--- src/rtl/sdrc_req_arb.sv ---
// Round-robin arbiter that shares the SDRAM request-generator port between NP requesters.
// Define SDRC_ARB_PRIO_EN to give port 0 strict priority over the round-robin ports.
module sdrc_req_arb #(
  parameter int NP     = 4,
  parameter int APP_AW = 30,
  parameter int APP_RW = 9,
  parameter int ID_W   = 4,
  localparam int PW    = (NP > 1) ? $clog2(NP) : 1
) (
  input  logic                 clk,
  input  logic                 reset_n,
  input  logic [NP-1:0]        p_req,
  input  logic [NP*ID_W-1:0]   p_id,
  input  logic [NP*APP_AW-1:0] p_addr,
  input  logic [NP*APP_RW-1:0] p_len,
  input  logic [NP-1:0]        p_wrap,
  input  logic [NP-1:0]        p_wr_n,
  output logic [NP-1:0]        p_ack,
  output logic                 req,
  output logic [ID_W-1:0]      req_id,
  output logic [APP_AW-1:0]    req_addr,
  output logic [APP_RW-1:0]    req_len,
  output logic                 req_wrap,
  output logic                 req_wr_n,
  input  logic                 req_ack,
  output logic [PW-1:0]        gnt_idx,
  output logic                 arb_busy
);

`ifdef SDRC_ARB_PRIO_EN
  localparam bit PRIO_EN = 1'b1;
`else
  localparam bit PRIO_EN = 1'b0;
`endif

  typedef enum logic {IDLE, GNT} state_t;

  state_t        state, state_nxt;
  logic [PW-1:0] last_gnt;
  logic [PW-1:0] win_idx;
  logic [PW-1:0] cand;
  logic          win_vld;

  // Scan from farthest to nearest so the port closest after last_gnt overrides.
  always_comb begin
    win_vld = |p_req;
    win_idx = '0;
    cand    = '0;
    for (int i = NP; i >= 1; i--) begin
      cand = PW'((int'(last_gnt) + i) % NP);
      if (p_req[cand] && !(PRIO_EN && cand == '0))
        win_idx = cand;
    end
    if (PRIO_EN && p_req[0])
      win_idx = '0;
  end

  always_comb begin
    state_nxt = state;
    req       = 1'b0;
    arb_busy  = 1'b0;
    p_ack     = '0;
    case (state)
      IDLE: begin
        if (win_vld)
          state_nxt = GNT;
      end
      GNT: begin
        req      = 1'b1;
        arb_busy = 1'b1;
        if (req_ack) begin
          p_ack[gnt_idx] = 1'b1;
          state_nxt      = IDLE;
        end
      end
      default: state_nxt = IDLE;
    endcase
  end

  always_ff @(posedge clk) begin
    if (!reset_n) begin
      state    <= IDLE;
      last_gnt <= PW'(NP - 1);
      gnt_idx  <= '0;
      req_id   <= '0;
      req_addr <= '0;
      req_len  <= '0;
      req_wrap <= 1'b0;
      req_wr_n <= 1'b0;
    end else begin
      state <= state_nxt;
      if (state == IDLE && win_vld) begin
        gnt_idx  <= win_idx;
        req_id   <= p_id[int'(win_idx)*ID_W +: ID_W];
        req_addr <= p_addr[int'(win_idx)*APP_AW +: APP_AW];
        req_len  <= p_len[int'(win_idx)*APP_RW +: APP_RW];
        req_wrap <= p_wrap[win_idx];
        req_wr_n <= p_wr_n[win_idx];
        // A priority grant to port 0 leaves the round-robin pointer alone.
        if (!(PRIO_EN && win_idx == '0))
          last_gnt <= win_idx;
      end
    end
  end

endmodule

--- config.mk ---
export PLATFORM = sky130hd
export DESIGN_NAME = sdrc_req_arb
export DESIGN_NICKNAME = d
export VERILOG_FILES = /design/src/rtl/sdrc_req_arb.sv
export SDC_FILE = /design/constraint.sdc
export NUM_CORES = 1
export LEC_CHECK = 0
export ABC_AREA = 1
export BUFFER_PORTS_ARGS = -buffer_cell sky130_fd_sc_hd__buf_2
export CAP_MARGIN = 20
export CORE_UTILIZATION = 41
export DETAILED_ROUTE_END_ITERATION = 8
export GPL_ROUTABILITY_DRIVEN = 0
export PLACE_DENSITY = 0.79
export SYNTH_ARGS = -nofsm -noshare
export SYNTH_HDL_FRONTEND = slang
export SYNTH_SLANG_ARGS = --single-unit
--- constraint.sdc ---
create_clock -name clk -period 1.6 [get_ports clk]
set_input_delay 0.24 -clock clk [delete_from_list [all_inputs] [get_ports clk]]
set_output_delay 0.24 -clock clk [all_outputs]
set_load 0.02 [all_outputs]
==> metrics.cfg <==
[min_path]
hold_depth = 2
worstHoldStart = reset_n
min_delay_worst_endpoint = last_gnt[1]
hp-class = in -> reg

[run_status]
violations = negative setup slack
status = finished, violations left

[drt]
wl_um = 17760
wl_per_cell_um = 14.39
vias = 6252
dr.pass1.iters = 5
avgViaCountPerCell = 5.066
drc = 0
antenna_left = 0
drt-initial-drc-count = 466

[logic_synthesis]
ys_seq_area_share_pct = 22.90
synth_most_common_cell = inv_1
synth_area_mm2 = 0.004372
synth_edf_count = 0
synthFlopType = dfxtp_1
synth_area_leaders = nand3_1 26%, dfxtp_1 23%, inv_1 20%, nand2_1 14%, nor2_1 7.8%
syn_inst = 844
synth_cell_types = 18
avgSynthCellArea_um2 = 5.180
syn-num-nets = 1031
yosysTopAreaCellShare_pct = 26.33
synth_top_cell_by_area = nand3_1
synth-async-reset-ratio_pct = 0
yosysWarnings = 0
ys_seq_elements = 50
synth_commonest_cells = 236 x inv_1, 230 x nand3_1, 165 x nand2_1, 91 x nor2_1, 50 x dfxtp_1

[final_layout]
regArea_mm2 = 0.001008
areaGrowthSynthToFinish_pct = 67.17
multi_input_area_mm2 = 0.002948
n_antenna_cell = 0
fin_nets = 1284
fin_area_mm2 = 0.007308
nFillCells = 866
drive_gt1_share_pct = 41.89

[flow_run]
max_cap_viol_count = 0

[global_route]
grt_max_degree = 46
grt_pass1_wl_um = 22600
grt_antenna_before_repair = 0
grt_pass1_vias = 5051
overflow = 0
grt_use_total_pct = 24.77

[setup_path]
r2r-start = last_gnt[1]
rrSetupSlack_ns = -0.28
crit_path_end_kind = flip-flop
rr_worst_depth = 14
cp_max_fo = 7
path_class = reg -> reg
crit_path_start_kind = flip-flop
cp.required_ns = 1.80
arrival_ns = 2.09
r2r-end = req_addr[4]

[sta]
setup-violations-final = 48
slew_headroom_pct = 79.41
hold_viol = 0
rsz0062_at_grt = true
fin_crit_ns = 1.881
drv_slew = 0
skew_ns = 0.004638
setup_slack_ns = -0.2806
fin_crit_sh_pct = 117.5
timing.fmax_mhz = 531.7
worst_slew_pin_slew_ns = 0.3060
finalSetupTns_ns = -11.43

[power_and_ir_drop]
power_density_mw_per_mm2 = 1251
p_int_uw = 4783
seq_power_share_pct = 18.6
p_clk_share_pct = 8.5
power_uw = 9145
netSwitchingPower_uw = 4362
p_leak_uw = 0.004722
combPwrFrac_pct = 73.0
ir_drop_mv = 0.7332
p_sw_share_pct = 47.70

[cts]
h-tree-depth = 2
cts_buffers = 5
clk_pin_slew_ns = 0.09
cts_sinks = 50
clock_latency_ns = 0.30
cts_tree = done
hold_buffers = 0
root_buffer = clkbuf_8
clockBufferDepth = 2

[place]
portBuffers = 239
placed_cell_area_mm2 = 0.005907
dp_hpwl_um = 10350

[die]
die_y_um = 105.3
core_area_mm2 = 0.01032
dieArea_mm2 = 0.01108
rows = 37
num_io_pins = 240
die_w_um = 105.3
start_util_pct = 42.35

==> sequential cells by signal (all words and copies together), names as in the netlist <==
| signal | cells |
|---|---|
| req_len | 9 |
| req_wrap | 1 |
| last_gnt | 2 |
| req_wr_n | 1 |
| req_addr | 30 |
| req_id | 4 |
| state | 1 |
| gnt_idx | 2 |
==> cell families (layout without fill, tap and decap cells) <==
logic type	count (synthesis)	count (layout)	synth area share (%)
flip-flops	50	50	22.90
AND/OR/NAND/NOR	494	495	49.66
buffers and inverters	293	546	26.47
AO/OA/AOI/OAI	7	7	0.9728
==> through the flow <==
| step | setup WS [ns] | util, % | instances | hold slack (ns) |
|---|---|---|---|---|
| global placement | -0.2285 | 57.22 | 1195 | 0.4905 |
| floorplan | 0.001786 | - | 844 | 0.3386 |
| finish | -0.2806 | 70.79 | 1234 | 0.1868 |
| global route | -0.3705 | 70.79 | 1234 | 0.1841 |
| CTS | -0.1226 | 60.09 | 1211 | 0.1828 |
| detailed placement | -0.2528 | 57.22 | 1195 | 0.4988 |
==> critical path, cell delays in order (launching register included) <==
cell and delay, ns:
dfxtp_4 0.39, inv_4 0.10, nand2_2 0.09, nand2_4 0.08
nand2_2 0.06, nand2_2 0.09, nand2_4 0.07, nand3_4 0.19
buf_8 0.17, clkbuf_16 0.16, nand3_2 0.07, nand3_1 0.09
nand3_1 0.09, nand2_1 0.07, inv_1 0.04
==> timing repair <==
action | CTS | global route
resized for setup | 27 | 164
pin swaps | 15 | 73
endpoints found under the setup margin | 49 | 49
buffers inserted | 7 | 3
gates cloned | 2 | 20
==> final cells by class <==
class	count	share of cell area (%)
Clock buffer	7	1.181
Inverter	240	12.67
Tap cell	136	2.328
Sequential cell	50	13.80
Clock inverter	1	0.06848
Timing Repair Buffer	298	29.62
Multi-Input combinational cell	502	40.34
==> power by group through the flow <==
| stage | sequential, uW | combinational, uW | clock (uW) |
|---|---|---|---|
| after floorplan | 1990 | 2860 | 0 |
| after global placement | 1690 | 4430 | 0 |
| after detailed placement | 1700 | 4460 | 0 |
| after CTS | 1680 | 4820 | 800 |
| after global routing | 1730 | 7120 | 843 |
| final | 1700 | 6670 | 777 |
==> worst max-delay path by stage <==
stage                      from      endpoint  slack [ns]  depth (start not counted)
floorplan           last_gnt[0]  req_addr[16]       0.002                         15
global placement    last_gnt[0]  req_addr[26]       -0.23                         14
detailed placement  last_gnt[0]   req_addr[0]       -0.25                         14
CTS                 last_gnt[0]   req_addr[0]       -0.12                         14
global route        last_gnt[0]    req_len[3]       -0.37                         14
finish              last_gnt[1]   req_addr[4]       -0.28                         14
==> cells in the final DEF, fill, tap and decap left out, types with 2 or more instances in the layout <==
master and instances:
nor2_1 90, o211ai_1 3, nor3_1 4, nand2_2 41
buf_8 3, buf_2 239, a21oi_2 2, dfxtp_4 2
dfxtp_1 48, inv_4 2, buf_6 8, buf_16 2
clkbuf_16 14, nand2_4 22, buf_12 15, buf_4 17
nand3_1 153, nand3_4 2, nand2_1 102, nand3_2 75
nand2_8 4, clkbuf_8 6, inv_1 235
==> layer usage <==
metal  up-vias  share of wire [%]  global-route usage (%)
li1       3015                  -                       -
met1      2841                 39                   30.05
met2       331                 49                   44.69
met3        65                8.3                   4.391
met4         0                4.2                   6.539
met5         -                  0                       0
(Power assumes the default switching activity.)
